`config.mk`:
```
export PLATFORM = sky130hd
export DESIGN_NAME = muldiv
export DESIGN_NICKNAME = d
export VERILOG_FILES = /design/src/rtl/muldiv.sv
export SDC_FILE = /design/constraint.sdc
export NUM_CORES = 1
export LEC_CHECK = 0
export ABC_CLOCK_PERIOD_IN_PS = 13300
export CELL_PAD_IN_SITES_DETAIL_PLACEMENT = 1
export CELL_PAD_IN_SITES_GLOBAL_PLACEMENT = 2
export CORE_ASPECT_RATIO = 0.8
export CORE_UTILIZATION = 38
export CTS_CLUSTER_DIAMETER = 40
export CTS_CLUSTER_SIZE = 24
export DETAILED_ROUTE_END_ITERATION = 12
export PLACE_DENSITY = 0.91
export SLEW_MARGIN = 20
export SYNTH_ARGS = -nofsm -noshare
export SYNTH_HDL_FRONTEND = slang
export SYNTH_SLANG_ARGS = --single-unit
```
`constraint.sdc`:
```
create_clock -name clk -period 13.3 [get_ports clk]
set_input_delay 2.66 -clock clk [delete_from_list [all_inputs] [get_ports clk]]
set_output_delay 2.66 -clock clk [all_outputs]
set_load 0.02 [all_outputs]
```
`src/rtl/muldiv.sv`:
```
// Iterative RV32M multiply/divide unit: one radix-2 step per cycle, then a
// sign/special-case fix-up cycle, giving a fixed WIDTH+2 cycle latency.
module muldiv #(
    parameter int WIDTH = 32
) (
    input  logic             clk,
    input  logic             rst,
    input  logic             start,
    input  logic [2:0]       op,
    input  logic [WIDTH-1:0] src_a,
    input  logic [WIDTH-1:0] src_b,
    output logic             busy,
    output logic             done,
    output logic [WIDTH-1:0] result
);
    localparam int CW = (WIDTH > 1) ? $clog2(WIDTH) : 1;

    typedef enum logic [1:0] {IDLE, RUN, FIX, DONE} state_t;

    state_t           state_reg, state_next;
    logic [CW-1:0]    count_reg;
    logic [2:0]       op_reg;
    logic [WIDTH-1:0] hi_reg, lo_reg, b_reg, result_reg;
    logic             neg_reg;

    logic             accept;
    logic             a_signed, b_signed, a_neg, b_neg, neg_next;
    logic [WIDTH-1:0] a_mag, b_mag;
    logic [WIDTH:0]   mul_sum, div_shift, div_diff;
    logic [2*WIDTH-1:0] prod_fix;
    logic [WIDTH-1:0] quo_fix, rem_fix, fix_result;

    assign accept = start && ((state_reg == IDLE) || (state_reg == DONE));
    assign busy   = (state_reg == RUN) || (state_reg == FIX);
    assign done   = (state_reg == DONE);
    assign result = result_reg;

    always_ff @(posedge clk or posedge rst) begin
        if (rst) state_reg <= IDLE;
        else     state_reg <= state_next;
    end

    always_comb begin
        state_next = state_reg;
        case (state_reg)
            IDLE:    if (accept) state_next = RUN;
            RUN:     if (count_reg == '0) state_next = FIX;
            FIX:     state_next = DONE;
            DONE:    state_next = accept ? RUN : IDLE;
            default: state_next = IDLE;
        endcase
    end

    // Operand signedness per funct3; MUL's low half is sign-agnostic.
    always_comb begin
        a_signed = 1'b0;
        b_signed = 1'b0;
        case (op)
            3'd1, 3'd4, 3'd6: begin a_signed = 1'b1; b_signed = 1'b1; end
            3'd2:             a_signed = 1'b1;
            default:          ;
        endcase
        a_neg = a_signed & src_a[WIDTH-1];
        b_neg = b_signed & src_b[WIDTH-1];
        a_mag = a_neg ? -src_a : src_a;
        b_mag = b_neg ? -src_b : src_b;
        case (op)
            3'd1:    neg_next = a_neg ^ b_neg;
            3'd2:    neg_next = a_neg;
            3'd4:    neg_next = (a_neg ^ b_neg) && (src_b != '0);
            3'd6:    neg_next = a_neg;
            default: neg_next = 1'b0;
        endcase
    end

    // Multiply: {hi,lo} shifts right, adding the multiplicand on lo[0].
    // Divide: {hi,lo} shifts left, restoring subtract into hi, quotient into lo.
    always_comb begin
        mul_sum   = {1'b0, hi_reg} + (lo_reg[0] ? {1'b0, b_reg} : '0);
        div_shift = {hi_reg, lo_reg[WIDTH-1]};
        div_diff  = div_shift - {1'b0, b_reg};
    end

    always_comb begin
        prod_fix = neg_reg ? -{hi_reg, lo_reg} : {hi_reg, lo_reg};
        quo_fix  = neg_reg ? -lo_reg : lo_reg;
        rem_fix  = neg_reg ? -hi_reg : hi_reg;
        case (op_reg)
            3'd0:             fix_result = prod_fix[WIDTH-1:0];
            3'd1, 3'd2, 3'd3: fix_result = prod_fix[2*WIDTH-1:WIDTH];
            3'd4, 3'd5:       fix_result = (b_reg == '0) ? '1 : quo_fix;
            default:          fix_result = rem_fix;
        endcase
    end

    always_ff @(posedge clk or posedge rst) begin
        if (rst) begin
            count_reg  <= '0;
            op_reg     <= '0;
            hi_reg     <= '0;
            lo_reg     <= '0;
            b_reg      <= '0;
            neg_reg    <= 1'b0;
            result_reg <= '0;
        end else begin
            if (accept) begin
                count_reg <= CW'(WIDTH - 1);
                op_reg    <= op;
                neg_reg   <= neg_next;
                hi_reg    <= '0;
                lo_reg    <= op[2] ? a_mag : b_mag;
                b_reg     <= op[2] ? b_mag : a_mag;
            end else if (state_reg == RUN) begin
                if (count_reg != '0) count_reg <= count_reg - CW'(1);
                if (op_reg[2]) begin
                    if (!div_diff[WIDTH]) begin
                        hi_reg <= div_diff[WIDTH-1:0];
                        lo_reg <= {lo_reg[WIDTH-2:0], 1'b1};
                    end else begin
                        hi_reg <= div_shift[WIDTH-1:0];
                        lo_reg <= {lo_reg[WIDTH-2:0], 1'b0};
                    end
                end else begin
                    hi_reg <= mul_sum[WIDTH:1];
                    lo_reg <= {mul_sum[0], lo_reg[WIDTH-1:1]};
                end
            end
            if (state_reg == FIX) result_reg <= fix_result;
        end
    end
endmodule
```
==> results of run 1 <==
layer usage:
layer	share of wire (%)	GRT usage, %	vias to the layer above
li1	-	-	6878
met1	46	41.7	7467
met2	45	46.4	469
met3	6.9	6.46	65
met4	2.0	7.81	0
met5	0	0	-
cell type report:
class | count | area, um2
Sequential cell | 139 | 3480
Clock inverter | 11 | 191
Fill cell | 4489 | 20200
Clock buffer | 21 | 460
Tap cell | 480 | 601
Multi-Input combinational cell | 1554 | 9930
Timing Repair Buffer | 119 | 1150
Inverter | 78 | 298
report_power, final:
group          leakage (nW)  internal, mW  total (mW)  switching [mW]
clock                 0.321         0.343       0.550           0.208
sequential             1.70         0.627        1.04           0.411
combinational          4.68          1.16        3.10            1.94
total                  6.70          2.13        4.69            2.55
worst max-delay path by stage:
stage                      end  depth (start not counted)
finish               b_reg[20]                         10
global route        lo_reg[29]                         11
CTS                 lo_reg[28]                         10
detailed placement  lo_reg[28]                         10
global placement     b_reg[29]                         11
floorplan             b_reg[0]                          1
critical path, cell delays in order:
cell,delay [ps]
clkdlybuf4s50_1,460
or4_1,610
nor4_1,420
nand2b_1,160
nor4_1,720
a21oi_1,180
xnor2_1,220
nand2_1,70
o211ai_1,130
o21ai_0,110
synth_stat cells (26+ instances only):
cell / instances
nand2_1: 233
o21ai_0: 200
nor2_1: 163
a21oi_1: 144
dfrtp_1: 139
clkbuf_1: 111
xor2_1: 98
xnor2_1: 90
inv_1: 75
ha_1: 74
o211ai_1: 47
mux2i_1: 45
a31oi_1: 32
o31ai_1: 30
a21o_1: 28
nor3_1: 26
metrics by stage:
stage | instances | hold WS [ps] | setup slack, ps | instance area (um2) | util (%)
after floorplan | 1897 | 450 | 6920 | 14200 | -
after global placement | 2370 | 464 | 7540 | 15500 | 42.6
after detailed placement | 2370 | 470 | 7410 | 15500 | 42.6
after CTS | 2402 | 484 | 7870 | 16100 | 44.4
after global routing | 2402 | 502 | 7530 | 16100 | 44.4
final | 2402 | 479 | 7850 | 16100 | 44.4
cell families (layout without fill, tap and decap cells):
| group | count (synthesis) | count (layout) | synth area share [%] |
|---|---|---|---|
| simple gates | 593 | 593 | 19.1 |
| compound gates | 649 | 649 | 29.0 |
| mux | 48 | 48 | 3.42 |
| buf+inv | 204 | 229 | 5.49 |
| fa+ha+maj | 76 | 76 | 6.81 |
| flops | 139 | 139 | 24.5 |
| xor+xnor | 188 | 188 | 11.6 |
==> run_results.csv, run 1 <==
group,metric,value,unit
run_status,status,"finished clean",
clock_network,cts_tree,"yes",
worst_setup_path,crit_type,"input port to flip-flop",
final_layout,n_antenna_cell,0,
worst_setup_path,r2r_slack,8680,ps
worst_hold_path,min_path_type,"flip-flop to flip-flop",
clock_network,cts_max_level,4,
clock_network,clockBufferDepth,2,
worst_setup_path,critical_path_arrival,5760,ps
pwr,power_density,291,nW/um2
global_routing,antenna_found_initial,0,
die,num_io_pins,104,
place,io_buffers,103,
clock_network,numCtsBuffers,17,
clock_network,cts_hold_buf,0,
worst_setup_path,r2r-start,"lo_reg[0]",
drt,first_iter_violations,1329,
timing,tightest_slew,1040,ps
synthesis,synth_seq_cells,139,
global_routing,grtUsageTotal,29.9,%
timing,maxSlewHeadroom,30.9,%
timing,grt_setup_unrepaired,"no",
clock_network,clockRootBuffer,"clkbuf_16",
synthesis,synth_cells,1897,
die,rows,62,
global_routing,grt_start_max_net_pins,113,
clock_network,clk_latency,450,ps
timing,timing.fmax,184,MHz
worst_setup_path,crit_start,"src_b[7]",
pwr,p_leak,6.70,nW
final_layout,areaGrowthSynthToFinish,13.7,%
die,die-area,38100,um2
drt,num_vias,14879,
synthesis,yosys_warnings,0,
synthesis,ys_seq_area_share,24.5,%
worst_setup_path,rr_endpoint,"hi_reg[29]",
worst_hold_path,min_from,"result[14]",
timing,finalHoldViolCount,0,
die,die_w,218,um
synthesis,netlist_area,14200,um2
drt,first_pass_iters,6,
synthesis,ys.flop_type,"dfrtp_1",
timing,finalClockSkew,10.3,ps
worst_setup_path,r2r_cells,14,
die,die_y,175,um
worst_setup_path,cp-end-kind,"flip-flop",
timing,period_minus_slack,5450,ps
drt,drt-total-wl,57100,um
worst_setup_path,path_max_fanout,4,
final_layout,layout_common_cells,"nand2_1 (233), o21ai_0 (200), nor2_1 (163), a21oi_1 (144), dfrtp_1 (137)",
synthesis,synth_edf_count,0,
drt,antenna_left,0,
place,gp_congestion,0.937,
timing,fin_crit_sh,40.9,%
final_layout,nets,2055,
drt,drcViolationCount,0,
worst_hold_path,whs_endpoint,"result[14]",
worst_hold_path,worstHoldPathCells,1,
final_layout,final_common_cell,"nand2_1",
synthesis,synth_top_area_share,24.5,%
pwr,ir_worst_vdd,0.132,mV
timing,setup_viol,0,
pwr,power,4.69,mW
global_routing,first_global_vias,14851,
worst_setup_path,cp.required,13610,ps
die,core,36300,um2
worst_setup_path,start_kind,"input port",
synthesis,synth_nets,2043,
global_routing,grt_overflow,0,
global_routing,grt_first_pass_wirelength,87800,um
drt,drt-wirelength-per-cell,23.8,um
clock_network,cts_resized,0,
synthesis,synth_cell_types,77,
drt,viasPerCell,6.19,
clock_network,cts.clk_slew.worst_paths,70,ps
run,maxCapViolCount,0,
timing,setup_tns,0,ps
synthesis,synth_area_leader_cell,"dfrtp_1",
synthesis,synth_area_leaders,"dfrtp_1 (25%), o21ai_0 (7.1%), ha_1 (6.5%)",
final_layout,drive_gt1_share,3.80,%
clock_network,cts.sinks,139,
place,dpl.hpwl,43700,um
synthesis,ys_async_sr_fraction,100,%
synthesis,avgSynthCellArea,7.47,um2
timing,maxSlewViolCount,0,
clock_network,postCtsSetupBuffers,0,
die,start_util,39.0,%
Power figures use the tool's default switching activity.
==> run 2: changes to the inputs <==
- ABC_CLOCK_PERIOD_IN_PS: 13300 -> 4400
- CORE_UTILIZATION: 38 -> 32
- PLACE_DENSITY: 0.91 -> 0.82
- clock period: 13.3 -> 4.4 ns (I/O delays scaled with it)
==> run_results.csv, run 2 (synthesis gave the netlist of run 1 again) <==
group,metric,value,unit
die,num_io_pins,104,
worst_setup_path,cp.required,4730,ps
pwr,seqPwrFrac,19.6,%
worst_setup_path,r2r_cells,14,
timing,whs,486,ps
clock_network,cts.clk_slew.worst_paths,60,ps
clock_network,clk_latency,460,ps
drt,num_vias,14893,
global_routing,grt_start_max_net_pins,101,
die,core,43400,um2
worst_setup_path,cp-end-kind,"flip-flop",
die,die_w,237,um
clock_network,clockBufferDepth,2,
timing,setup_tns,0,ps
worst_hold_path,whs_endpoint,"result[2]",
clock_network,numCtsBuffers,17,
drt,drcViolationCount,0,
timing,maxSlewViolCount,0,
worst_hold_path,worstHoldPathCells,1,
clock_network,clockRootBuffer,"clkbuf_16",
place,io_buffers,103,
place,gp_congestion,0.913,
timing,finalHoldViolCount,0,
clock_network,cts_resized,0,
timing,setup_viol,0,
timing,maxSlewHeadroom,36.7,%
global_routing,grt_first_pass_wirelength,90500,um
final_layout,final_util,38.2,%
final_layout,fin_area,16600,um2
die,start_util,32.7,%
final_layout,layout_common_cells,"nand2_1 (233), o21ai_0 (200), nor2_1 (163), a21oi_1 (144), dfrtp_1 (137)",
timing,period_minus_slack,4000,ps
worst_setup_path,crit_type,"flip-flop to flip-flop",
final_layout,fillCellCount,5340,
place,dpl.hpwl,46700,um
worst_setup_path,rr_endpoint,"hi_reg[29]",
timing,final.setup.worst_slack,399,ps
final_layout,nets,2099,
worst_hold_path,min_path_type,"flip-flop to flip-flop",
pwr,ir_worst_vdd,0.594,mV
global_routing,grtUsageTotal,26.2,%
final_layout,multi_input_area,9930,um2
pwr,p_leak,6.92,nW
pwr,p_clk_share,11.2,%
timing,finalClockSkew,11.8,ps
run_status,status,"finished clean",
timing,fin_crit_sh,90.9,%
pwr,power_density,869,nW/um2
die,die_y,190,um
timing,timing.fmax,250,MHz
drt,antenna_left,0,
pwr,p_int,6.60,mW
global_routing,first_global_vias,14693,
die,die-area,45100,um2
global_routing,antenna_found_initial,2,
drt,first_pass_iters,5,
worst_setup_path,path_cells,"and2_1 > ha_1 > inv_1 > fa_1 > nor2b_1 > o31a_1 > o2111ai_1 > nand3_1 > a31o_2 > a31oi_1 > o21ai_0 > nand4_1 > mux2i_1 > or4_1",
timing,tightest_slew,949,ps
pwr,p_comb_share,69.2,%
clock_network,cts_hold_buf,0,
clock_network,postCtsSetupBuffers,0,
worst_hold_path,min_from,"result[2]",
global_routing,grt_overflow,0,
place,place_area,15900,um2
place,dp_cells,2494,
final_layout,drive_gt1_share,5.95,%
clock_network,cts_max_level,4,
worst_setup_path,critical_path_arrival,4330,ps
pwr,p_sw_share,54.2,%
worst_setup_path,r2r-start,"lo_reg[0]",
drt,first_iter_violations,1262,
place,place_ws,389,ps
worst_setup_path,r2r_slack,400,ps
pwr,p_sw,7.79,mW
final_layout,n_antenna_cell,0,
drt,drt-total-wl,59400,um
final_layout,areaGrowthSynthToFinish,16.8,%
drt,drt-wirelength-per-cell,23.5,um
worst_setup_path,start_kind,"flip-flop",
clock_network,cts.sinks,139,
worst_setup_path,slowest_stage,"o21ai_0",
worst_setup_path,path_max_fanout,7,
timing,grt_setup_unrepaired,"no",
drt,viasPerCell,5.90,
clock_network,cts_tree,"yes",
final_layout,fin_cells,2526,
pwr,power,14.4,mW
worst_setup_path,max_stage_delay,520,ps
run,maxCapViolCount,0,
final_layout,seq_area,3480,um2
final_layout,final_common_cell,"nand2_1",
die,rows,68,
## run 2: changes by cell type in the layout (fill, tap and decap cells not counted), sizes merged
cell      change
bufinv        -1
buf          +44
inv           +1
clkinvlp      +1
clkbuf        -2
clkinv        +1
## run 2: worst max-delay path by stage
| stage | start | to | slack, ps | cells after the start |
|---|---|---|---|---|
| after global routing | lo_reg[0] | hi_reg[29] | 190 | 14 |
| after detailed placement | src_a[12] | b_reg[29] | 390 | 11 |
| after CTS | lo_reg[0] | hi_reg[29] | 460 | 14 |
| final | lo_reg[0] | hi_reg[29] | 400 | 14 |
| after floorplan | lo_reg[0] | hi_reg[29] | 990 | 14 |
| after global placement | src_a[12] | b_reg[29] | 390 | 11 |
## run 2: metal layers
| layer | GRT usage, % | wire length (um) | vias up |
|---|---|---|---|
| met3 | 4.83 | 3780 | 78 |
| met1 | 38.7 | 28700 | 7392 |
| met2 | 38.6 | 25500 | 436 |
| met5 | 0 | 0 | - |
| met4 | 6.95 | 1330 | 0 |
| li1 | - | - | 6987 |
## run 2: power by group through the flow
stage,Sequential (mW),Clock (mW),Combinational (mW)
after floorplan,2.54,0,6.67
final,2.83,1.61,9.96
after detailed placement,2.82,0,9.79
after global routing,2.91,1.67,10.9
after CTS,2.80,1.63,9.85
after global placement,2.79,0,9.58
## run 2: layout make-up
type                       instances  area share (%)
inverter                          78            1.79
clock buffer                      19            2.61
tap                              560            4.23
sequential                       139            21.0
timing repair buffer             163            9.23
clock inverter                    13            1.16
multi-input combinational       1554            60.0
## run 2: critical path, delay by kind of cell, from the launching register on
family	cells	cell delay, ps
simple gates	5	1290
flops	1	500
compound gates	5	1250
mux	1	150
fa+ha+maj	2	620
buf+inv	1	70
